## src/rtl/processor_pkg.sv

```systemverilog
// processor_pkg: shared widths, opcodes, instruction field positions and FSM states for processor_core.
package processor_pkg;
    localparam int DATA_W   = 16;
    localparam int ADDR_W   = 8;
    localparam int NUM_REGS = 8;
    localparam int RA_W     = 3;
    localparam logic [3:0] OP_ADD  = 4'h1;
    localparam logic [3:0] OP_SUB  = 4'h2;
    localparam logic [3:0] OP_AND  = 4'h4;
    localparam logic [3:0] OP_LD   = 4'h6;
    localparam logic [3:0] OP_ST   = 4'h7;
    localparam logic [3:0] OP_BRZ  = 4'hE;
    localparam logic [3:0] OP_HALT = 4'hF;
    localparam int OP_LSB   = 12;
    localparam int MODE_BIT = 11;
    localparam int DR_LSB   = 8;
    localparam int SR1_LSB  = 5;
    localparam int SR2_LSB  = 2;
    localparam int BR_R_LSB = 9;
    typedef enum logic [2:0] {S_FETCH, S_DECODE, S_EXEC, S_LD_WB, S_HALTED} state_t;
endpackage

```

## src/rtl/processor_regfile.sv

```systemverilog
// processor_regfile: 8x16 register file, two combinational read ports, one synchronous write port.
module processor_regfile
    import processor_pkg::*;
(
    input  logic              clock,
    input  logic              reset,
    input  logic [RA_W-1:0]   ra_addr,
    input  logic [RA_W-1:0]   rb_addr,
    input  logic              we,
    input  logic [RA_W-1:0]   wa,
    input  logic [DATA_W-1:0] wd,
    output logic [DATA_W-1:0] ra_data,
    output logic [DATA_W-1:0] rb_data
);
    logic [DATA_W-1:0] regs_q [NUM_REGS];
    logic [DATA_W-1:0] regs_d [NUM_REGS];

    always_comb begin
        regs_d = regs_q;
        if (we) regs_d[wa] = wd;
    end

    always_ff @(posedge clock or negedge reset) begin
        if (!reset) regs_q <= '{default: '0};
        else        regs_q <= regs_d;
    end

    assign ra_data = regs_q[ra_addr];
    assign rb_data = regs_q[rb_addr];
endmodule

```

## src/rtl/processor_core.sv

```systemverilog
// processor_core: 16-bit multi-cycle load/store CPU on a single-port synchronous memory.
// Define PROCESSOR_HALT_EN to make opcode 1111 a HALT; otherwise it executes as a NOP.
module processor_core
    import processor_pkg::*;
(
    input  logic              clock,
    input  logic              reset,
    input  logic [ADDR_W-1:0] currPc,
    input  logic [DATA_W-1:0] memDataIn,
    output logic [DATA_W-1:0] dataOut,
    output logic [ADDR_W-1:0] memAddr,
    output logic              readMem,
    output logic              writeMem,
    output logic [ADDR_W-1:0] nextPc
);
    state_t            state_q, state_d;
    logic [DATA_W-1:0] ir_q, ir_d;
    logic [ADDR_W-1:0] pc_q, pc_d, mem_addr_q, mem_addr_d, addr_sel;
    logic [3:0]        op;
    logic [RA_W-1:0]   rb_addr;
    logic [DATA_W-1:0] ra_data, rb_data, op2, alu, wd;
    logic              rd, wr, we, is_alu, is_halt, taken;

    assign op      = ir_q[OP_LSB +: 4];
    assign is_alu  = op == OP_ADD || op == OP_SUB || op == OP_AND;
    assign rb_addr = op == OP_ST  ? ir_q[DR_LSB +: RA_W] :
                     op == OP_BRZ ? ir_q[BR_R_LSB +: RA_W] : ir_q[SR2_LSB +: RA_W];
    assign op2     = ir_q[MODE_BIT] ? rb_data : {{(DATA_W-5){ir_q[4]}}, ir_q[4:0]};
    assign alu     = op == OP_ADD ? ra_data + op2 : op == OP_SUB ? ra_data - op2 : ra_data & op2;
    assign wd      = state_q == S_LD_WB ? memDataIn : alu;
    assign taken   = op == OP_BRZ && rb_data == '0;
`ifdef PROCESSOR_HALT_EN
    assign is_halt = op == OP_HALT;
`else
    assign is_halt = 1'b0;
`endif

    processor_regfile u_rf (
        .clock   (clock),
        .reset   (reset),
        .ra_addr (ir_q[SR1_LSB +: RA_W]),
        .rb_addr (rb_addr),
        .we      (we),
        .wa      (ir_q[DR_LSB +: RA_W]),
        .wd      (wd),
        .ra_data (ra_data),
        .rb_data (rb_data)
    );

    always_comb begin
        state_d = state_q;
        ir_d    = ir_q;
        pc_d    = pc_q;
        rd      = 1'b0;
        wr      = 1'b0;
        we      = 1'b0;
        case (state_q)
            S_FETCH: begin
                rd      = 1'b1;
                state_d = S_DECODE;
            end
            S_DECODE: begin
                ir_d    = memDataIn;
                state_d = S_EXEC;
            end
            S_EXEC: begin
                rd      = op == OP_LD && !is_halt;
                wr      = op == OP_ST;
                we      = is_alu;
                pc_d    = (op == OP_LD || is_halt) ? pc_q : taken ? currPc + ir_q[7:0] : currPc + 8'd1;
                state_d = is_halt ? S_HALTED : op == OP_LD ? S_LD_WB : S_FETCH;
            end
            S_LD_WB: begin
                we      = 1'b1;
                pc_d    = currPc + 8'd1;
                state_d = S_FETCH;
            end
            default: ;
        endcase
    end

    // Reset idles in FETCH, so strobes are masked while reset is held.
    assign readMem    = reset & rd;
    assign writeMem   = reset & wr;
    assign addr_sel   = state_q == S_FETCH ? currPc : ir_q[7:0];
    assign memAddr    = (readMem || writeMem) ? addr_sel : mem_addr_q;
    assign mem_addr_d = memAddr;
    assign dataOut    = writeMem ? rb_data : '0;
    assign nextPc     = pc_q;

    always_ff @(posedge clock or negedge reset) begin
        if (!reset) begin
            state_q    <= S_FETCH;
            ir_q       <= '0;
            pc_q       <= '0;
            mem_addr_q <= '0;
        end else begin
            state_q    <= state_d;
            ir_q       <= ir_d;
            pc_q       <= pc_d;
            mem_addr_q <= mem_addr_d;
        end
    end
endmodule

```

## config.mk

```make
export PLATFORM = sky130hd
export DESIGN_NAME = processor_core
export DESIGN_NICKNAME = d
export VERILOG_FILES = /design/src/rtl/processor_pkg.sv /design/src/rtl/processor_regfile.sv /design/src/rtl/processor_core.sv
export SDC_FILE = /design/constraint.sdc
export NUM_CORES = 1
export LEC_CHECK = 0
export ABC_AREA = 1
export BUFFER_PORTS_ARGS = -buffer_cell sky130_fd_sc_hd__buf_2
export CORE_MARGIN = 2
export CORE_UTILIZATION = 30
export CTS_CLUSTER_DIAMETER = 40
export CTS_CLUSTER_SIZE = 20
export DETAILED_ROUTE_END_ITERATION = 7
export PLACE_DENSITY_LB_ADDON = 0.25
export RECOVER_POWER = 50
export SLEW_MARGIN = 20
export SYNTH_ARGS = -nofsm -noshare
export SYNTH_HDL_FRONTEND = slang
export SYNTH_SLANG_ARGS = --single-unit
export TNS_END_PERCENT = 100
```

## constraint.sdc

```tcl
create_clock -name clock -period 10.91 [get_ports clock]
set_input_delay 0.5455 -clock clock [delete_from_list [all_inputs] [get_ports clock]]
set_output_delay 0.5455 -clock clock [all_outputs]
set_load 0.005 [all_outputs]
```

==> out/results.tsv, run 1 <==
metric	value	unit
max_slew headroom	-108	%
worst hold path type	in -> reg	
overflow left after global routing	0	
total CTS buffers	17	
Setup Fix Bufs, Post-CTS	0	
slew at the pin closest to its max-slew limit	3120	ps
outcome	finished, violations left	
Synth Cell Area	11300	um2
clk sinks	162	
# rows	71	
r2r endpoint	u_rf.regs_q[58]$_DFFE_PN0P_	
commonest cells in the netlist	nand2_1 (571), nand3_1 (223), o21ai_0 (165), dfrtp_1 (162), inv_1 (126)	
Max-Cap Viols	2	
die width	198	um
FF-to-FF path depth	25	
CP Capture Type	flop	
post-synthesis sequential area ratio	35.9	%
Post-DRT Antenna Nets	0	
number of global-route vias before repair	10724	
ys async rst share	100	%
Final HPWL DP	28.3	mm
CTS Hold Buffers Added	1	
Syn Nets	1747	
global-route wire length before repair	63.5	mm
Layout Nets	1755	
leading area contributor after synthesis	dfrtp_1	
Max Root-Sink Buffers	2	
R2R setup slack	5110	ps
Clock transition at path regs	70	ps
routed len/inst	18.8	um
initial antenna violation count	1	
Clock Skew	24.7	ps
Hold WS	330	ps
Iter 0 DRT Violations	1044	
RSZ-0062 raised after global routing	no	
Placer Congestion	0.944	
synth-to-layout area growth	11.3	%
Cells on Worst Hold Path	3	
Critical Path Most Common Cell	nand2_1	
Root Buffer	clkbuf_16	
Max Slew Vio Count	88	
CTS H-tree lvls	4	
# fillers	4145	
die height	198	um
Setup TNS Final	0	ps
Synth Flop Type	dfrtp_1	
Final Hold Viols	0	
ranking of synthesized cells by area	dfrtp_1 (36%), nand2_1 (19%), nand3_1 (9.9%)	
TritonRoute pass-1 iters	6	
Post-Syn Instances	1673	
crit-path max FO	38	
io pins	60	
All-Layer GR Usage	21.5	%
Crit path max-delay family	simple AND/OR/NAND/NOR gates	
Syn. warnings	0	
initial cell density of the core	30.2	%
worst-skew pair later-pin latency	460	ps
cts repair resizes	0	
r2r startpoint	ir_q[12]$_DFFE_PN0N_	
largest net degree at the start of global routing	83	
Ant. Diodes	0	
violated checks	max-capacitance violations, max-slew violations	
Peak Freq	172	MHz
Synth top area share	35.9	%
Remaining DRCs	0	
Avg Inst Size Synth	6.75	um2
Synth cell types	40	
wire length reported by the detailed router	41.4	mm
hold_sp	memDataIn[11]	
Synth Register Bits	162	
Post-synth EDFFs	0	
core area	37400	um2
Crit path buffers/inverters	1	
crit start category	flop	
port bufs	59	
drt via density	5.19	
Setup CP Type	reg -> reg	
WP data arrival	6120	ps
fin crit period	5800	ps
Die Area	39200	um2
WP data required	11220	ps
most common cell in the netlist	nand2_1	
stages on the worst setup path	25	
CTS tree	yes	
Final Cycle Share	53.2	%
Final Setup Violations	0	
routed vias	11447	
slowest CP cell	nand2_2	
layout cell share with drive strength beyond 1	7.97	%
CP max stage delay	660	ps
WHS Endpoint	ir_q[11]$_DFFE_PN0N_	
-- through the flow --
| stage | cells | cell area [um2] | setup slack [ps] | utilization, % |
|---|---|---|---|---|
| after floorplan | 1673 | 11300 | 7270 | - |
| after global placement | 2172 | 12000 | 5450 | 32.1 |
| after detailed placement | 2172 | 12000 | 5240 | 32.1 |
| after CTS | 2205 | 12600 | 5220 | 33.6 |
| after global routing | 2205 | 12600 | 4570 | 33.6 |
| final | 2205 | 12600 | 5110 | 33.6 |
-- placed cells by master, fill, tap and decap left out, types with 10 or more instances in the layout --
cell type  Yosys  layout
a32o_1        12      12
nand3_1      223     223
a21oi_1       80      80
nand4_1       10      10
clkbuf_16      0      17
ha_1          45      45
buf_4          0      17
nor2_1        82      82
inv_1        126     126
a31oi_1       11      11
nand2_1      571     571
dfrtp_1      162     161
o21ai_0      165     162
xor2_1        20      20
buf_2         18      53
-- worst max path at each step --
| stage | slack [ps] | endpoint | start |
|---|---|---|---|
| floorplan | 7270 | u_rf.regs_q[108]$_DFFE_PN0P_ | ir_q[14]$_DFFE_PN0N_ |
| global placement | 5450 | u_rf.regs_q[72]$_DFFE_PN0P_ | ir_q[12]$_DFFE_PN0N_ |
| detailed placement | 5240 | u_rf.regs_q[56]$_DFFE_PN0P_ | ir_q[12]$_DFFE_PN0N_ |
| CTS | 5220 | u_rf.regs_q[56]$_DFFE_PN0P_ | ir_q[12]$_DFFE_PN0N_ |
| global route | 4570 | u_rf.regs_q[58]$_DFFE_PN0P_ | ir_q[12]$_DFFE_PN0N_ |
| finish | 5110 | u_rf.regs_q[58]$_DFFE_PN0P_ | ir_q[12]$_DFFE_PN0N_ |
-- cell type report --
class                           count  area (um2)  share of cell area [%]
Sequential cell                   162        4060                    32.3
Clock inverter                     14         130                    1.04
Multi-Input combinational cell   1284        6360                    50.6
Clock buffer                       18         429                    3.41
Tap cell                          511         639                    5.09
Timing Repair Buffer               79         440                    3.50
Inverter                          137         514                    4.09
-- registers in the layout (all words and copies together), names as in the netlist --
signal       cells
nextPc           8
state_q          2
u_rf.regs_q    128
ir_q            16
mem_addr_q       8
-- per-layer routing --
metal	vias up	wire length (um)	global-route usage [%]
met3	79	2920	4.04
met5	-	12	0
met2	473	18100	33.2
met4	2	1500	9.75
met1	5398	18900	29.0
li1	5495	-	-
-- worst min-delay path, cell delays in order --
cell and delay, ps:
buf_2 90, nand2_1 40, o21ai_0 60
-- cells by family after synthesis --
kind of cell / after synthesis / synth area share (%)
AND/OR/NAND/NOR: 919 / 34.5
AO/OA/AOI/OAI: 288 / 14.0
buffers and inverters: 227 / 7.75
flip-flops: 162 / 35.9
adder cells (fa/ha/maj): 48 / 5.52
XOR/XNOR: 26 / 2.02
multiplexers: 3 / 0.299
Power of run 1 is left out: the tool's default activity adds up to more than one toggle a clock period on the data nets, which glitch-free logic cannot reach.
==> run 2, diff against run 1 <==
==> constraint.sdc (replaced) <==
create_clock -name clock -period 5.8 [get_ports clock]
set_input_delay 0.29 -clock clock [delete_from_list [all_inputs] [get_ports clock]]
set_output_delay 0.29 -clock clock [all_outputs]
set_load 0.005 [all_outputs]
==> run 2 against run 1 <==
The run still ends with max-capacitance violations, max-slew violations left. Core utilization grew 0.44 points. Worst setup slack worse by 4200 ps. Via count barely moved. Non-clock buffer count increased by 7. Register-to-register slack worse by 4200 ps. Fmax is 19% higher. Sequential share of layout area shrank 0.42 points. Global-route usage rose by 0.62 points. Design area rose by 1.3%.
==> out/results.tsv, run 2 (synthesized netlist as in run 1, its figures left out) <==
metric	value	unit	change
die width	198	um	unchanged
Final Setup Violations	0		unchanged
RSZ-0062 raised after global routing	no		unchanged
overflow left after global routing	0		unchanged
Setup TNS Final	0	ps	unchanged
most frequent cells in the layout	nand2_1 (571), nand3_1 (223), o21ai_0 (161), dfrtp_1 (161), inv_1 (126)		was nand2_1 (571), nand3_1 (223), o21ai_0 (162)
layout cell share with drive strength beyond 1	8.41	%	was 7.97%
Post-DRT Antenna Nets	0		unchanged
clk sinks	162		unchanged
WHS Endpoint	ir_q[15]$_DFFE_PN0N_		was ir_q[11]$_DFFE_PN0N_
Cells on Worst Hold Path	3		unchanged
global-route wire length before repair	65.7	mm	was 63.5 mm
Ant. Diodes	0		unchanged
max_slew headroom	-124	%	was -108%
Final HPWL DP	29.6	mm	was 28.3 mm
core area	37400	um2	unchanged
TritonRoute pass-1 iters	5		was 6
Final Hold Viols	0		unchanged
drt via density	5.17		was 5.19
WP data arrival	5150	ps	was 6120 ps
Iter 0 DRT Violations	1219		was 1044
initial antenna violation count	0		was 1
Placer Congestion	0.936		was 0.944
wire length reported by the detailed router	42.6	mm	was 41.4 mm
total CTS buffers	17		unchanged
crit start category	flop		unchanged
max FFs per register	128		unchanged
Layout Nets	1762		was 1755
Top reg by flops	u_rf.regs_q		unchanged
fin crit period	4880	ps	was 5800 ps
initial cell density of the core	30.2	%	unchanged
commonest non-fill, non-tap cell in the layout	nand2_1		unchanged
r2r startpoint	ir_q[14]$_DFFE_PN0N_		was ir_q[12]$_DFFE_PN0N_
die height	198	um	unchanged
register area	4060	um2	unchanged
hold_sp	memDataIn[15]		was memDataIn[11]
routed len/inst	19.3	um	was 18.8 um
Die Area	39200	um2	unchanged
largest net degree at the start of global routing	62		was 83
Max Root-Sink Buffers	2		unchanged
outcome	finished, violations left		unchanged
largest registers	u_rf.regs_q: 128 flops, ir_q: 16 flops		unchanged
Root Buffer	clkbuf_16		unchanged
area of the multi-input gates	6360	um2	unchanged
synth-to-layout area growth	12.8	%	was 11.3%
Remaining DRCs	0		unchanged
routed vias	11440		about the same
r2r endpoint	u_rf.regs_q[94]$_DFFE_PN0P_		was u_rf.regs_q[58]$_DFFE_PN0P_
All-Layer GR Usage	22.1	%	was 21.5%
# rows	71		unchanged
io pins	60		unchanged
Final Cycle Share	84.2	%	was 53.2%
CP Capture Type	flop		unchanged
# fillers	4056		was 4145
Clock transition at path regs	70	ps	about the same
slew at the pin closest to its max-slew limit	3360	ps	was 3120 ps
number of global-route vias before repair	10878		was 10.7k
violated checks	max-capacitance violations, max-slew violations		unchanged
Setup CP Type	reg -> reg		unchanged
WP data required	6070	ps	was 11220 ps
Setup Fix Bufs, Post-CTS	0		unchanged
Max-Cap Viols	1		was 2
Max Slew Vio Count	62		was 88
port bufs	59		unchanged
worst-skew pair later-pin latency	440	ps	was 460 ps
CTS tree	yes		unchanged
Clock Skew	10.5	ps	was 24.7 ps
CTS H-tree lvls	4		unchanged
worst hold path type	in -> reg		unchanged
R2R setup slack	920	ps	was 5110 ps
Peak Freq	205	MHz	was 172 MHz
crit-path max FO	21		was 38
FF-to-FF path depth	25		unchanged
==> run 2: repair_timing <==
action	in CTS	in global routing
hold endpoints to repair	41	0
hold buffers	1	0
gates resized for setup	0	0
endpoints found under the setup margin	0	0
==> run 2: through the flow <==
stage	worst slack [ps]	hold WS [ps]	instances	utilization, %	area [um2]
6_report	919	80.9	2211	34.0	12700
3_5_place_dp	1070	248	2179	32.3	12100
4_1_cts	1050	69.4	2211	34.1	12700
3_3_place_gp	1090	248	2179	32.3	12100
5_1_grt	512	107	2211	34.0	12700
2_1_floorplan	2160	-5.59	1673	-	11300
==> run 2: cell type report <==
class                   count  share of cell area, %
clock buffers              19                   3.40
multi-input cells        1284                   49.9
well taps                 511                   5.02
flip-flops and latches    162                   31.9
inverters                 137                   4.04
clock inverters            12                   1.62
repair buffers             86                   4.12
==> run 2: worst max-delay path by stage <==
stage | start | to | slack, ps
3_3_place_gp | ir_q[14]$_DFFE_PN0N_ | u_rf.regs_q[88]$_DFFE_PN0P_ | 1090
2_1_floorplan | ir_q[14]$_DFFE_PN0N_ | u_rf.regs_q[108]$_DFFE_PN0P_ | 2160
3_5_place_dp | ir_q[14]$_DFFE_PN0N_ | u_rf.regs_q[63]$_DFFE_PN0P_ | 1070
6_report | ir_q[14]$_DFFE_PN0N_ | u_rf.regs_q[94]$_DFFE_PN0P_ | 920
4_1_cts | ir_q[14]$_DFFE_PN0N_ | u_rf.regs_q[63]$_DFFE_PN0P_ | 1050
5_1_grt | ir_q[14]$_DFFE_PN0N_ | u_rf.regs_q[127]$_DFFE_PN0P_ | 510
==> run 2: layer usage <==
layer | global-route usage, % | routed length, um
met4 | 7.24 | 1100
met5 | 0 | 0
met2 | 35.5 | 19200
met3 | 3.83 | 3170
met1 | 30.0 | 19200
==> run 2: critical path: stages, from the launching register on <==
cell and delay [ps]:
dfrtp_1 440, nand2_1 90, clkinv_1 150, nand2_2 160
nand2_1 80, nand3_1 80, nand2_2 70, inv_2 400
buf_4 270, nand3_1 90, nand3_1 70, nand2_1 210
inv_1 150, nand2_1 60, nand2_1 100, inv_1 60
ha_1 490, inv_1 200, nor4_1 440, nand3_1 140
nand2_1 100, a21oi_1 60, o21ai_0 80, nand3_1 80
o21ai_0 450, o21ai_0 190
Power of run 2 is left out for the same reason.
==> run 3, diff against run 2 <==
==> constraint.sdc (replaced) <==
create_clock -name clock -period 5 [get_ports clock]
set_input_delay 0.25 -clock clock [delete_from_list [all_inputs] [get_ports clock]]
set_output_delay 0.25 -clock clock [all_outputs]
set_load 0.005 [all_outputs]
==> run 3 against run 2 <==
The flow still finishes with violations (max-capacitance violations, max-slew violations). Core utilization rose by 0.31 points. Design area rose by 0.90%. Register-to-register slack got worse by 520 ps. First-iteration DRC count fell by 23%. Sequential share of layout area fell by 0.29 points. Highest routed layer unchanged.
==> out/results.tsv, run 3 (synthesized netlist as in run 1, its figures left out) <==
metric	value	unit	change
fin crit period	4600	ps	was 4880 ps
RSZ-0062 raised after global routing	no		unchanged
number of global-route vias before repair	10907		about the same
Worst Setup SP	ir_q[14]$_DFFE_PN0N_		unchanged
Die Area	39200	um2	unchanged
core area	37400	um2	unchanged
slew at the pin closest to its max-slew limit	1930	ps	was 3360 ps
drt via density	5.14		was 5.17
violated checks	max-capacitance violations, max-slew violations		unchanged
initial antenna violation count	0		unchanged
WP data required	5290	ps	was 6070 ps
worst-skew pair later-pin latency	450	ps	was 440 ps
most frequent cells in the layout	nand2_1 (571), nand3_1 (221), o21ai_0 (163)		was nand2_1 (571), nand3_1 (223), o21ai_0 (161), dfrtp_1 (161), inv_1 (126)
Max Root-Sink Buffers	2		unchanged
outcome	finished, violations left		unchanged
max_slew headroom	-28.4	%	was -124%
max FFs per register	128		unchanged
crit-path max FO	52		was 21
Clock Skew	16.8	ps	was 10.5 ps
CP Capture Point	u_rf.regs_q[78]$_DFFE_PN0P_		was u_rf.regs_q[94]$_DFFE_PN0P_
Post-DRT Antenna Nets	0		unchanged
CP Capture Type	flop		unchanged
Setup CP Type	reg -> reg		unchanged
Final Hold Viols	0		unchanged
Final Setup Violations	0		unchanged
io pins	60		unchanged
R2R setup slack	400	ps	was 920 ps
Placer Congestion	0.951		was 0.936
total CTS buffers	17		unchanged
Remaining DRCs	0		unchanged
Root Buffer	clkbuf_16		unchanged
Peak Freq	217	MHz	was 205 MHz
Final HPWL DP	30.2	mm	was 29.6 mm
Top reg by flops	u_rf.regs_q		unchanged
Final Cycle Share	92.0	%	was 84.2%
CTS tree	yes		unchanged
# rows	71		unchanged
die height	198	um	unchanged
Max-Cap Viols	1		unchanged
r2r endpoint	u_rf.regs_q[78]$_DFFE_PN0P_		was u_rf.regs_q[94]$_DFFE_PN0P_
clk sinks	162		unchanged
layout cell share with drive strength beyond 1	9.65	%	was 8.41%
r2r startpoint	ir_q[14]$_DFFE_PN0N_		unchanged
initial cell density of the core	30.2	%	unchanged
global-route wire length before repair	65.5	mm	was 65.7 mm
crit start category	flop		unchanged
routed len/inst	19.1	um	was 19.3 um
Max Slew Vio Count	72		was 62
worst hold path type	in -> reg		unchanged
largest registers	u_rf.regs_q: 128 flops, ir_q: 16 flops		unchanged
port bufs	59		unchanged
wire length reported by the detailed router	42.6	mm	about the same
Iter 0 DRT Violations	941		was 1219
CTS H-tree lvls	4		unchanged
Setup TNS Final	0	ps	unchanged
commonest non-fill, non-tap cell in the layout	nand2_1		unchanged
Layout Nets	1781		was 1762
# fillers	4081		was 4056
FF-to-FF path depth	26		was 25
routed vias	11465		was 11.4k
Clock transition at path regs	70	ps	about the same
TritonRoute pass-1 iters	6		was 5
Ant. Diodes	0		unchanged
overflow left after global routing	0		unchanged
synth-to-layout area growth	13.8	%	was 12.8%
die width	198	um	unchanged
All-Layer GR Usage	22.3	%	was 22.1%
largest net degree at the start of global routing	72		was 62
WP data arrival	4890	ps	was 5150 ps
## run 3: cell count changes in the layout (fill, tap and decap cells not counted), moves of 3 or more
| cell | previous run | this run |
|---|---|---|
| buf_4 | 23 | 38 |
| bufinv_16 | 5 | 1 |
| clkinv_2 | 0 | 5 |
| buf_12 | 2 | 5 |
## run 3: final cells by class
| type | count | area [um2] | area share (%) |
|---|---|---|---|
| inverter | 137 | 515 | 4.01 |
| timing repair buffer | 105 | 707 | 5.50 |
| tap | 511 | 639 | 4.98 |
| multi-input combinational | 1284 | 6370 | 49.6 |
| clock buffer | 20 | 447 | 3.48 |
| clock inverter | 12 | 109 | 0.847 |
| sequential | 162 | 4060 | 31.6 |
## run 3: routing by layer
metal	GRT usage, %	vias up	share of wire (%)	wire, um
met3	4.94	88	6.7	2870
li1	-	5535	-	-
met4	10.7	0	4.3	1830
met2	34.0	405	44	18500
met5	0	-	0	0
met1	29.7	5437	45	19400
## run 3: stage by stage
stage / std cells / cell area, um2 / setup WS, ps / hold WS, ps / utilization [%]
detailed placement: 2198 / 12300 / 201 / 170 / 32.8
floorplan: 1673 / 11300 / 1360 / -45.6 / -
finish: 2231 / 12800 / 400 / 39.4 / 34.3
global placement: 2198 / 12300 / 228 / 164 / 32.8
global route: 2231 / 12800 / 19.7 / 43.0 / 34.3
CTS: 2231 / 12800 / 175 / 22.9 / 34.3
## run 3: how the worst min path moves through the flow
stage	from	to	slack [ps]	cells after the start
after global routing	memDataIn[11]	ir_q[11]$_DFFE_PN0N_	40	3
final	memDataIn[11]	ir_q[11]$_DFFE_PN0N_	40	3
after floorplan	reset	ir_q[0]$_DFFE_PN0N_	-50	0
after detailed placement	reset	u_rf.regs_q[48]$_DFFE_PN0P_	170	1
after CTS	memDataIn[11]	ir_q[11]$_DFFE_PN0N_	20	3
after global placement	reset	u_rf.regs_q[48]$_DFFE_PN0P_	160	1
## run 3: critical path: stages (launching register included)
cell	delay, ps
dfrtp_1	440
nand2_1	100
clkinv_1	140
nand2_2	160
nand2_1	60
nand3_1	130
nand2_2	220
buf_12	270
nand2_1	100
nand3_1	70
nand3_1	100
nand2_1	200
inv_1	170
nand2_1	60
nand2_1	80
inv_1	60
ha_1	460
inv_1	180
a221oi_1	440
o211ai_1	170
a21oi_1	150
o21ai_0	100
nand2_1	80
nand3_1	60
o21ai_0	80
buf_4	210
o21ai_0	90
## run 3: repair_timing
item | 4_1_cts | 5_1_grt
buffers inserted | 0 | 0
resized for setup | 0 | 7
hold endpoints to repair | 30 | 0
endpoints found under the setup margin | 0 | 56
hold buffers | 1 | 0
Power of run 3 is left out for the same reason.
